File: config.mk
export PLATFORM = sky130hd
export DESIGN_NAME = instr_fetch_unit
export DESIGN_NICKNAME = d
export VERILOG_FILES = /design/src/rtl/ifu_pkg.sv /design/src/rtl/ifu_queue.sv /design/src/rtl/instr_fetch_unit.sv
export SDC_FILE = /design/constraint.sdc
export NUM_CORES = 1
export LEC_CHECK = 0
export ABC_AREA = 1
export CORE_ASPECT_RATIO = 1.75
export CORE_MARGIN = 5
export CORE_UTILIZATION = 35
export DETAILED_ROUTE_END_ITERATION = 8
export PLACE_DENSITY_LB_ADDON = 0.1
export SYNTH_ARGS = -nofsm -noshare
export SYNTH_HDL_FRONTEND = slang
export SYNTH_SLANG_ARGS = --single-unit
File: constraint.sdc
create_clock -name clk -period 6.65 [get_ports clk]
set_clock_uncertainty 0.2 [all_clocks]
set_input_delay 1.33 -clock clk [delete_from_list [all_inputs] [get_ports clk]]
set_output_delay 1.33 -clock clk [all_outputs]
set_load 0.02 [all_outputs]
File: src/rtl/ifu_pkg.sv
// Shared types and width helpers for the instruction fetch unit.
// Latency: n/a (types and constant functions only).
// Backpressure: n/a.
package ifu_pkg;

    localparam int XLEN = 16;

    typedef enum logic {
        FETCH = 1'b0,
        FLUSH = 1'b1
    } ifu_state_t;

    typedef struct packed {
        logic [XLEN-1:0] pc;
        logic [XLEN-1:0] inst;
    } inst_ent_t;

    function automatic int ptr_w(input int depth);
        return (depth > 1) ? $clog2(depth) : 1;
    endfunction

    // One extra bit so a count can hold DEPTH itself.
    function automatic int cnt_w(input int depth);
        return $clog2(depth) + 1;
    endfunction

endpackage

File: src/rtl/ifu_queue.sv
// Circular prefetch buffer of {pc, inst} entries with single-cycle flush.
// Latency: a pushed entry reaches the head the cycle after the push (no bypass).
// Backpressure: push is dropped when full unless a pop happens the same cycle.
module ifu_queue
    import ifu_pkg::*;
#(
    parameter int DEPTH = 4
) (
    input  logic                    clk,
    input  logic                    rst,
    input  logic                    push_vld,
    input  inst_ent_t               push_dat,
    input  logic                    pop_rdy,
    input  logic                    flush,
    output inst_ent_t               head_dat,
    output logic [cnt_w(DEPTH)-1:0] occ,
    output logic                    empty
);

    localparam int PTR_W = ptr_w(DEPTH);
    localparam int CNT_W = cnt_w(DEPTH);

    inst_ent_t        mem [DEPTH];
    logic [PTR_W-1:0] head;
    logic [PTR_W-1:0] tail;
    logic             full;
    logic             push_en;
    logic             pop_en;

    assign empty    = (occ == '0);
    assign full     = (occ == CNT_W'(DEPTH));
    assign pop_en   = pop_rdy & ~empty;
    assign push_en  = push_vld & (~full | pop_en);
    assign head_dat = empty ? '0 : mem[head];

    always_ff @(posedge clk) begin
        if (!rst) begin
            head <= '0;
            tail <= '0;
            occ  <= '0;
        end else if (flush) begin
            head <= '0;
            tail <= '0;
            occ  <= '0;
        end else begin
            if (push_en) tail <= tail + PTR_W'(1);
            if (pop_en)  head <= head + PTR_W'(1);
            occ <= occ + CNT_W'(push_en) - CNT_W'(pop_en);
        end
    end

    // Storage is not reset; head_dat is forced to zero while empty.
    always_ff @(posedge clk) begin
        if (push_en && !flush) mem[tail] <= push_dat;
    end

endmodule

File: src/rtl/instr_fetch_unit.sv
// Fetch stage: owns fetch PC, issues imem reads under credit, queues returned instructions.
// Latency: response at cycle N is offered to the core at N+1; IFU_PERF_CNT_EN adds pop/redirect counters.
// Backpressure: requests stop once queued + outstanding entries reach DEPTH; core stalls via inst_ready.
module instr_fetch_unit
    import ifu_pkg::*;
#(
    parameter int          DEPTH    = 4,
    parameter logic [15:0] RESET_PC = 16'h0000
) (
    input  logic        clk,
    input  logic        rst,
    output logic        imem_req,
    output logic [15:0] imem_addr,
    input  logic        imem_gnt,
    input  logic        imem_rvalid,
    input  logic [15:0] imem_rdata,
    input  logic        redirect,
    input  logic [15:0] redirect_pc,
    output logic        inst_valid,
    input  logic        inst_ready,
    output logic [15:0] inst_data,
    output logic [15:0] inst_pc
`ifdef IFU_PERF_CNT_EN
    ,
    output logic [15:0] perf_fetched,
    output logic [15:0] perf_flushes
`endif
);

    localparam int              CNT_W   = cnt_w(DEPTH);
    localparam logic [CNT_W:0]  DEPTH_V = (CNT_W+1)'(DEPTH);

    ifu_state_t       state;
    ifu_state_t       state_nxt;
    logic [XLEN-1:0]  fetch_pc;
    logic [XLEN-1:0]  resp_pc;
    logic [CNT_W-1:0] outst;
    logic [CNT_W-1:0] outst_nxt;
    logic [CNT_W-1:0] occ;
    logic [CNT_W:0]   inflight;
    logic             rsp_vld;
    logic             hs;
    logic             push_vld;
    logic             pop_vld;
    logic             q_empty;
    inst_ent_t        push_dat;
    inst_ent_t        head_dat;

    // In FLUSH, outst doubles as the count of responses still to be discarded.
    always_comb begin
        inflight  = {1'b0, occ} + {1'b0, outst};
        rsp_vld   = imem_rvalid & (outst != '0);
        imem_req  = rst & (state == FETCH) & ~redirect & (inflight < DEPTH_V);
        hs        = imem_req & imem_gnt;
        push_vld  = rsp_vld & (state == FETCH) & ~redirect;
        outst_nxt = outst + CNT_W'(hs) - CNT_W'(rsp_vld);
        state_nxt = state;
        if (redirect) begin
            state_nxt = (outst_nxt != '0) ? FLUSH : FETCH;
        end else if ((state == FLUSH) && (outst_nxt == '0)) begin
            state_nxt = FETCH;
        end
    end

    always_ff @(posedge clk) begin
        if (!rst) state <= FETCH;
        else      state <= state_nxt;
    end

    always_ff @(posedge clk) begin
        if (!rst) begin
            fetch_pc <= RESET_PC;
            resp_pc  <= RESET_PC;
            outst    <= '0;
        end else begin
            outst <= outst_nxt;
            if (redirect) begin
                fetch_pc <= redirect_pc;
                resp_pc  <= redirect_pc;
            end else begin
                if (hs)       fetch_pc <= fetch_pc + 16'd1;
                if (push_vld) resp_pc  <= resp_pc + 16'd1;
            end
        end
    end

    assign imem_addr = fetch_pc;
    assign push_dat  = '{pc: resp_pc, inst: imem_rdata};
    assign inst_valid = ~q_empty;
    assign pop_vld   = inst_valid & inst_ready;
    assign inst_pc   = head_dat.pc;
    assign inst_data = head_dat.inst;

    ifu_queue #(.DEPTH(DEPTH)) u_queue (
        .clk      (clk),
        .rst      (rst),
        .push_vld (push_vld),
        .push_dat (push_dat),
        .pop_rdy  (pop_vld),
        .flush    (redirect),
        .head_dat (head_dat),
        .occ      (occ),
        .empty    (q_empty)
    );

`ifdef IFU_PERF_CNT_EN
    always_ff @(posedge clk) begin
        if (!rst) begin
            perf_fetched <= '0;
            perf_flushes <= '0;
        end else begin
            if (pop_vld)  perf_fetched <= perf_fetched + 16'd1;
            if (redirect) perf_flushes <= perf_flushes + 16'd1;
        end
    end
`endif

endmodule

==> impl_metrics.yaml, run 1 <==
logic_synthesis:
  ys_seq_area_frac: 0.614
  synth_warnings: 0
  synth_xor_area_frac: 0.00907
  synthSimpleGateAreaFrac: 0.193
  synth_area_per_cell_sq_um: 9.45
  ys_ff_latch: 173
  synthAdderAreaFrac: 0.0246
  synth_flop_cell: "edfxtp_1"
  netlist_area_sq_um: 7720
  syn-num-nets: 869
  synthMuxAreaShare: 0
  ys_async_sr_fraction: 0
  synth_compound_area_frac: 0.105
  synth_cell_types: 37
  synth_top_family_by_area: "simple AND/OR/NAND/NOR gates"
  synth_edf_count: 128
  syn_inst: 817
clock_tree:
  clk_pin_slew_ns: 0.06
  cts_buffer_depth: 2
  clkSinkCount: 173
  clock_latency_ns: 0.42
  post_cts_resized: 0
  cts-htree-levels: 4
  cts_tree: "yes"
  holdBufCountCts: 0
  cts_buffers: 17
  post_cts_buffers: 0
  root_buffer: "clkbuf_16"
timing:
  max_slew.worst_pin.slew_ns: 1.06
  hold_viol_final: 0
  slew_headroom: 0.288
  tns_ns: 0
  final-max-slew-violation-count: 0
  rsz0062_at_grt: "false"
  period_share: 0.695
  setup_violations: 0
  clock.fmax_mhz: 216
  period_needed_ns: 4.62
critical_path:
  crit_fanout: 21
  end_kind: "output pin"
  start_kind: "input pin"
  arrival_ns: 3.09
  worstSetupPathType: "in2out"
  required_ns: 5.12
cells_and_area:
  final_common_cell: "nor2_1"
  fin_nets: 948
  syn_to_final_growth_pct: 22.1
  diodes: 0
  layout_common_cells: "nor2_1 (181), edfxtp_1 (128), nand2_1 (107)"
  design_area_sq_um: 9430
  layout-drive-gt1-share: 0.0616
die:
  die_w_microns: 122
  start_util: 0.353
  pin_count: 88
  placementRows: 72
  die_h_microns: 207
  core_sq_um: 21900
  die-area_sq_um: 25300
placement:
  io_buffers: 87
  gp_congestion: 0.863
  place_hpwl_mm: 12.6
  placed_area_sq_um: 8900
drt:
  drc: 0
  drt-met1-wl_mm: 7.41
  vias_per_cell: 4.72
  drtAntennaViolNets: 0
  routed_wirelength_mm: 18.9
  drt_iter0_markers: 328
  wl_per_cell_microns: 15.7
  dr.pass1.iters: 7
  dr_wl_met2_mm: 10.3
  wl_met3_microns: 676
  top_layer: "met4"
  vias: 5693
status:
  status: "completed"
global_route:
  grt_max_degree: 65
  grt_overflow: 0
  grt_pass1_wl_mm: 30.3
  grt_pass1_vias: 5899
  track_usage: 0.157
  antenna_found_initial: 0
power:
  p_leak_nw: 3.41
  fin_total_pwr_mw: 2.63
  ir_worst_vdd_uv: 112
  p_per_area_nw_per_um2: 279
run:
  maxCapViolCount: 0
min_path:
  min_path_type: "reg2reg"
-- per-stage QoR --
| step | setup WS (ns) | cells | utilization | hold slack, ns |
|---|---|---|---|---|
| 2_1_floorplan | 2.88 | 817 | - | 0.236 |
| 3_3_place_gp | 1.99 | 1173 | 0.406 | 0.263 |
| 3_5_place_dp | 1.92 | 1173 | 0.406 | 0.260 |
| 4_1_cts | 2.02 | 1205 | 0.431 | 0.272 |
| 5_1_grt | 1.90 | 1205 | 0.431 | 0.313 |
| 6_report | 2.03 | 1205 | 0.431 | 0.267 |
-- worst max-delay path, cell delays in order --
cell,delay [ns]
clkdlybuf4s50_1,0.39
buf_4,0.21
inv_4,0.21
nand2_4,0.11
nor2_4,0.13
nand2_1,0.06
inv_1,0.05
clkdlybuf4s50_1,0.60
-- registers in the layout (all words and copies together), names as in the netlist, named ones only --
name and flops:
u_queue.tail 2, imem_addr 16, resp_pc 16, u_queue.occ 3, state 1, outst 3
u_queue.mem 128, u_queue.head 2
-- routing by layer --
metal  GRT usage  up-vias
li1            -     2906
met1       0.167     2638
met2       0.297      119
met3      0.0290       30
met4      0.0685        0
met5           0        -
-- area by class of cell --
class / count / area, sq um
repair buffers: 94 / 923
well taps: 296 / 370
clock buffers: 17 / 425
flip-flops and latches: 173 / 4750
inverters: 69 / 263
fillers: 2142 / 12500
clock inverters: 15 / 106
multi-input cells: 541 / 2600
-- kinds of logic after synthesis --
family,count (synthesis)
and+or+nand+nor,361
AOI/OAI and AO/OA,158
adders and majority gates,14
DFF,173
buffers and inverters,103
xor gates and xnor gates,8
-- power breakdown --
part | internal, mW | switching, mW
Clock | 0.505 | 0.399
Combinational | 0.172 | 0.262
Sequential | 1.23 | 0.0557
Total | 1.91 | 0.717
-- synthesized netlist by cell type (2+ instances only) --
cell / number / area (sq um)
edfxtp_1: 128 / 3840
buf_4: 2 / 15.0
ha_1: 12 / 150
nand3_1: 46 / 230
xor2_1: 3 / 26.3
buf_2: 10 / 50.1
nand4_1: 5 / 31.3
o21ai_1: 3 / 15.0
nor2_2: 4 / 25.0
or2_2: 4 / 25.0
nand2_1: 107 / 402
nand2_2: 2 / 12.5
xnor2_1: 5 / 43.8
inv_1: 66 / 248
a21boi_0: 2 / 15.0
nor2_1: 185 / 694
fa_1: 2 / 40.0
nand3b_1: 2 / 15.0
a31oi_1: 5 / 31.3
o21ai_0: 89 / 445
dfxtp_1: 45 / 901
a21oi_1: 55 / 275
nor3_1: 2 / 10.0
clkbuf_1: 20 / 75.1
-- final timing paths --
check                               start                            to  slack (ns)  cells after the start
max                              redirect                      imem_req        2.03                      8
min          u_queue.head[1]$_SDFFE_PP0P_  u_queue.head[1]$_SDFFE_PP0P_        0.27                      2
max reg2reg     u_queue.occ[1]$_SDFF_PP0_     u_queue.occ[2]$_SDFF_PP0_        3.58                     10
min reg2reg  u_queue.head[1]$_SDFFE_PP0P_  u_queue.head[1]$_SDFFE_PP0P_        0.27                      2
(Power assumes the default switching activity.)
==> run 2, diff against run 1 <==
Clock period 6.65 ns to 3.9 ns, I/O delays scaled along.
==> run 2 against run 1 <==
Effect of this change:
- flip-flop and latch count unchanged
- die area unchanged
- global-route usage up 0.083 points
- largest cell class unchanged
==> impl_metrics.yaml, run 2 (synthesized netlist as in run 1, its figures left out) <==
status:
  status: "completed"
critical_path:
  r2r-end: "state$_SDFFE_PN0P_"
  reg2reg_setup_slack_ns: 1.04
  crit_fanout: 17
  timing.reg2reg.worst_path_depth: 15
  crit_chain: "inv_1 -> buf_4 -> nor2_1 -> o21ai_0 -> a21oi_1 -> clkdlybuf4s50_1"
  required_ns: 2.92
  max_stage_delay_ns: 0.57
  arrival_ns: 2.42
  crit_slowest_cell: "clkdlybuf4s50_1"
  worstSetupPathType: "reg2out"
  reg2reg_from: "u_queue.occ[1]$_SDFF_PP0_"
  start_kind: "register"
  end_kind: "output pin"
timing:
  max_slew.worst_pin.slew_ns: 0.689
  tns_ns: 0
  rsz0062_at_grt: "false"
  slew_headroom: 0.540
  period_needed_ns: 3.40
  period_share: 0.872
  final-max-slew-violation-count: 0
  setup_ws_ns: 0.499
  hold_viol_final: 0
  setup_violations: 0
  clock.fmax_mhz: 294
cells_and_area:
  n_fill_cell: 2127
  regMostFlops: "u_queue.mem"
  diodes: 0
  final-instance-count-excl-fill: 1216
  layout-drive-gt1-share: 0.0772
  design_area_sq_um: 9660
  final_common_cell: "nor2_1"
  layout_common_cells: "nor2_1 (181), edfxtp_1 (128), nand2_1 (107)"
  syn_to_final_growth_pct: 25.1
  largest_reg_flops: 128
  fin_nets: 959
power:
  comb_power_share: 0.161
  switchingPower_mw: 1.25
  cellInternalPower_mw: 3.55
  p_leak_nw: 3.52
  p_per_area_nw_per_um2: 497
  sw_frac_of_total: 0.260
  ir_worst_vdd_uv: 263
  seq_power_share: 0.457
  pwr-share-clk: 0.382
drt:
  dr.pass1.iters: 4
  vias: 5787
  vias_per_cell: 4.76
  drt-met1-wl_mm: 8.09
  drtAntennaViolNets: 0
  routed_wirelength_mm: 19.4
  drc: 0
  wl_per_cell_microns: 15.9
  dr_wl_met2_mm: 10.4
  top_layer: "met4"
  drt_iter0_markers: 322
  wl_met3_microns: 546
placement:
  io_buffers: 87
  place_ws_ns: 0.385
  place_hpwl_mm: 12.7
  dp.cells: 1184
  placed_area_sq_um: 9020
  gp_congestion: 0.831
clock_tree:
  clk_pin_slew_ns: 0.06
  clkSinkCount: 173
  cts_buffers: 17
  cts_tree: "yes"
  post_cts_buffers: 0
  root_buffer: "clkbuf_16"
  clock_latency_ns: 0.41
  post_cts_resized: 0
  cts-htree-levels: 4
  holdBufCountCts: 0
  cts_buffer_depth: 2
die:
  pin_count: 88
  die_w_microns: 122
  placementRows: 72
  die_h_microns: 207
  start_util: 0.353
  core_sq_um: 21900
  die-area_sq_um: 25300
run:
  maxCapViolCount: 0
global_route:
  grt_pass1_wl_mm: 30.5
  antenna_found_initial: 0
  grt_overflow: 0
  track_usage: 0.158
  grt_pass1_vias: 5828
  grt_max_degree: 55
min_path:
  min-delay-start: "u_queue.head[1]$_SDFFE_PP0P_"
  min_path_type: "reg2reg"
  hold_path_depth: 2
  worstHoldEndpoint: "u_queue.head[1]$_SDFFE_PP0P_"
[run 2: cell count changes in the layout (fill, tap and decap cells not counted), moves of 2 or more]
cell and delta:
clkinv_1 -4, bufinv_16 +4, clkinvlp_4 +3, buf_4 +8, inv_6 +2, clkinv_4 -2
clkinv_2 -4, buf_12 +3
[run 2: metrics by stage]
stage	util	power, mW	hold WS, ns
5_1_grt	0.441	5.03	0.337
3_5_place_dp	0.412	3.02	0.262
2_1_floorplan	-	2.67	0.236
6_report	0.441	4.80	0.280
4_1_cts	0.441	4.86	0.282
3_3_place_gp	0.412	3.02	0.260
[run 2: worst max-delay path by stage]
stage | slack, ns | endpoint | cells after the start | from
after CTS | 0.41 | inst_pc[7] | 6 | register
after floorplan | 0.68 | u_queue.mem[0][0]$_DFFE_PP_ | 5 | redirect
after global placement | 0.40 | state$_SDFFE_PN0P_ | 15 | redirect
final | 0.50 | inst_data[4] | 6 | register
after detailed placement | 0.39 | state$_SDFFE_PN0P_ | 15 | redirect
after global routing | 0.29 | inst_data[4] | 6 | register
[run 2: power by group through the flow]
stage	clock (mW)	combinational, mW	sequential, mW
2_1_floorplan	0	0.447	2.22
3_3_place_gp	0	0.782	2.23
3_5_place_dp	0	0.786	2.24
4_1_cts	1.87	0.788	2.20
5_1_grt	1.95	0.871	2.21
6_report	1.83	0.772	2.20
[run 2: cell type report]
type                       count  area, sq um  share of cell area
inverter                      69          263              0.0272
clock buffer                  17          425              0.0440
tap                          296          370              0.0383
timing repair buffer         105         1040               0.108
clock inverter                15          219              0.0227
sequential                   173         4750               0.491
multi-input combinational    541         2600               0.269
[run 2: critical path: cells and delay by family, from the launching register on]
kind | cells | cell delay (ns)
buffers and inverters | 3 | 1.45
DFF | 1 | 0.31
AOI/OAI and AO/OA | 2 | 0.18
and+or+nand+nor | 1 | 0.07
[run 2: routing by layer]
layer,GRT usage,vias up
met5,0,-
met1,0.179,2734
li1,-,2925
met3,0.0257,21
met2,0.295,107
met4,0.0545,0
==> run 3, diff against run 2 <==
Settings changed: CORE_UTILIZATION 35 to 51, SLEW_MARGIN set to 40.
==> run 3 against run 2 <==
Effect of this change:
- maximum frequency shrank 7.4%
- largest cell class unchanged
- critical endpoint is now inst_pc[9]
- clock power shrank 12%
- routed wire length shrank 2.9%
- final cell count shrank 9.4%
==> impl_metrics.yaml, run 3 (synthesized netlist as in run 1, its figures left out) <==
global_route:
  grt_max_degree: 49
  grt_overflow: 0
  antenna_found_initial: 0
  grt_pass1_wl_mm: 30.7
  track_usage: 0.220
  grt_pass1_vias: 6171
critical_path:
  crit_path_end: "inst_pc[9]"
  required_ns: 2.92
  reg2reg_from: "u_queue.occ[1]$_SDFF_PP0_"
  crit_slowest_cell: "clkdlybuf4s50_1"
  end_kind: "output pin"
  crit_fanout: 34
  cp.depth: 5
  timing.reg2reg.worst_path_depth: 15
  start_kind: "register"
  max_stage_delay_ns: 0.65
  worstSetupPathType: "reg2out"
  reg2reg_setup_slack_ns: 0.99
  crit_family: "buffers and inverters"
  arrival_ns: 2.69
  path_buf_inv: 3
  crit_chain: "inv_2 -> buf_4 -> o21ai_0 -> a21oi_1 -> clkdlybuf4s50_1"
  r2r-end: "state$_SDFFE_PN0P_"
min_path:
  min_path_type: "reg2reg"
timing:
  period_share: 0.942
  period_needed_ns: 3.67
  setup_violations: 0
  slew_headroom: 0.480
  setup_ws_ns: 0.227
  max_slew.worst_pin.slew_ns: 0.779
  rsz0062_at_grt: "false"
  final-max-slew-violation-count: 0
  tns_ns: 0
  hold_viol_final: 0
  clock.fmax_mhz: 272
cells_and_area:
  multi_input_area_sq_um: 2600
  n_fill_cell: 1256
  largest_reg_flops: 128
  regArea_sq_um: 4750
  regMostFlops: "u_queue.mem"
  syn_to_final_growth_pct: 21.8
  final_common_cell: "nor2_1"
  final_util: 0.631
  design_area_sq_um: 9410
  layout_common_cells: "nor2_1 (181), edfxtp_1 (128), nand2_1 (107)"
  fin_nets: 958
  diodes: 0
  layout-drive-gt1-share: 0.0794
clock_tree:
  clock_latency_ns: 0.42
  cts_buffers: 17
  cts-htree-levels: 4
  cts_buffer_depth: 2
  cts_tree: "yes"
  root_buffer: "clkbuf_16"
  post_cts_resized: 0
  clk_pin_slew_ns: 0.07
  post_cts_buffers: 0
  clkSinkCount: 173
  holdBufCountCts: 0
placement:
  io_buffers: 87
  gp_congestion: 0.882
  place_ws_ns: 0.338
  placed_area_sq_um: 8840
  place_hpwl_mm: 12.8
drt:
  drc: 0
  vias: 5933
  vias_per_cell: 5.38
  wl_per_cell_microns: 17.1
  drtAntennaViolNets: 0
  dr.pass1.iters: 5
  drt_iter0_markers: 267
  routed_wirelength_mm: 18.8
power:
  fin_total_pwr_mw: 4.58
  p_per_area_nw_per_um2: 487
  p_leak_nw: 3.49
  ir_worst_vdd_uv: 287
die:
  pin_count: 88
  start_util: 0.518
  die_w_microns: 103
  core_sq_um: 14900
  die_h_microns: 173
  placementRows: 59
  die-area_sq_um: 17800
status:
  status: "completed"
run:
  maxCapViolCount: 0
[run 3: through the flow]
stage	hold WS (ns)	cells
after floorplan	0.236	817
after global placement	0.258	1070
after detailed placement	0.269	1070
after CTS	0.282	1102
after global routing	0.294	1102
final	0.279	1102
[run 3: worst min path at each step]
| stage | start | to | slack (ns) | cells after the start |
|---|---|---|---|---|
| 3_3_place_gp | u_queue.head[1]$_SDFFE_PP0P_ | u_queue.head[1]$_SDFFE_PP0P_ | 0.26 | 2 |
| 3_5_place_dp | u_queue.head[1]$_SDFFE_PP0P_ | register | 0.27 | 2 |
| 6_report | u_queue.head[1]$_SDFFE_PP0P_ | register | 0.28 | 2 |
| 4_1_cts | u_queue.head[1]$_SDFFE_PP0P_ | register | 0.28 | 2 |
| 2_1_floorplan | u_queue.head[1]$_SDFFE_PP0P_ | register | 0.24 | 2 |
| 5_1_grt | u_queue.head[1]$_SDFFE_PP0P_ | u_queue.head[1]$_SDFFE_PP0P_ | 0.29 | 2 |
[run 3: final cells by class]
class | instances | area share
multi-input cells | 541 | 0.276
flip-flops and latches | 173 | 0.505
inverters | 69 | 0.0279
clock inverters | 15 | 0.0145
repair buffers | 104 | 0.107
clock buffers | 17 | 0.0452
well taps | 183 | 0.0243
[run 3: layer usage]
layer  vias up  wire [microns]  share of wire  track usage
met2       142           10600           0.57        0.409
li1       2930               -              -            -
met4         0             460          0.024       0.0794
met3        23             694          0.037       0.0331
met5         -               0              0            0
met1      2838            7010           0.37        0.245
[run 3: where the power goes]
group,internal (mW),leakage [nW],switching (mW)
Sequential,2.10,1.54,0.0953
Clock,0.849,0.283,0.764
Combinational,0.309,1.67,0.460
[run 3: worst reg2reg max path, stage by stage, from the launching register on]
cell and delay (ns):
dfxtp_1 0.50, ha_1 0.29, nand3_1 0.08, nand2_1 0.05
inv_1 0.09, nand3_2 0.08, ha_1 0.27, inv_1 0.07
ha_1 0.14, inv_1 0.05, fa_1 0.37, xnor2_1 0.18
xor2_1 0.22, nand3b_1 0.11, nand3_1 0.08, inv_1 0.04
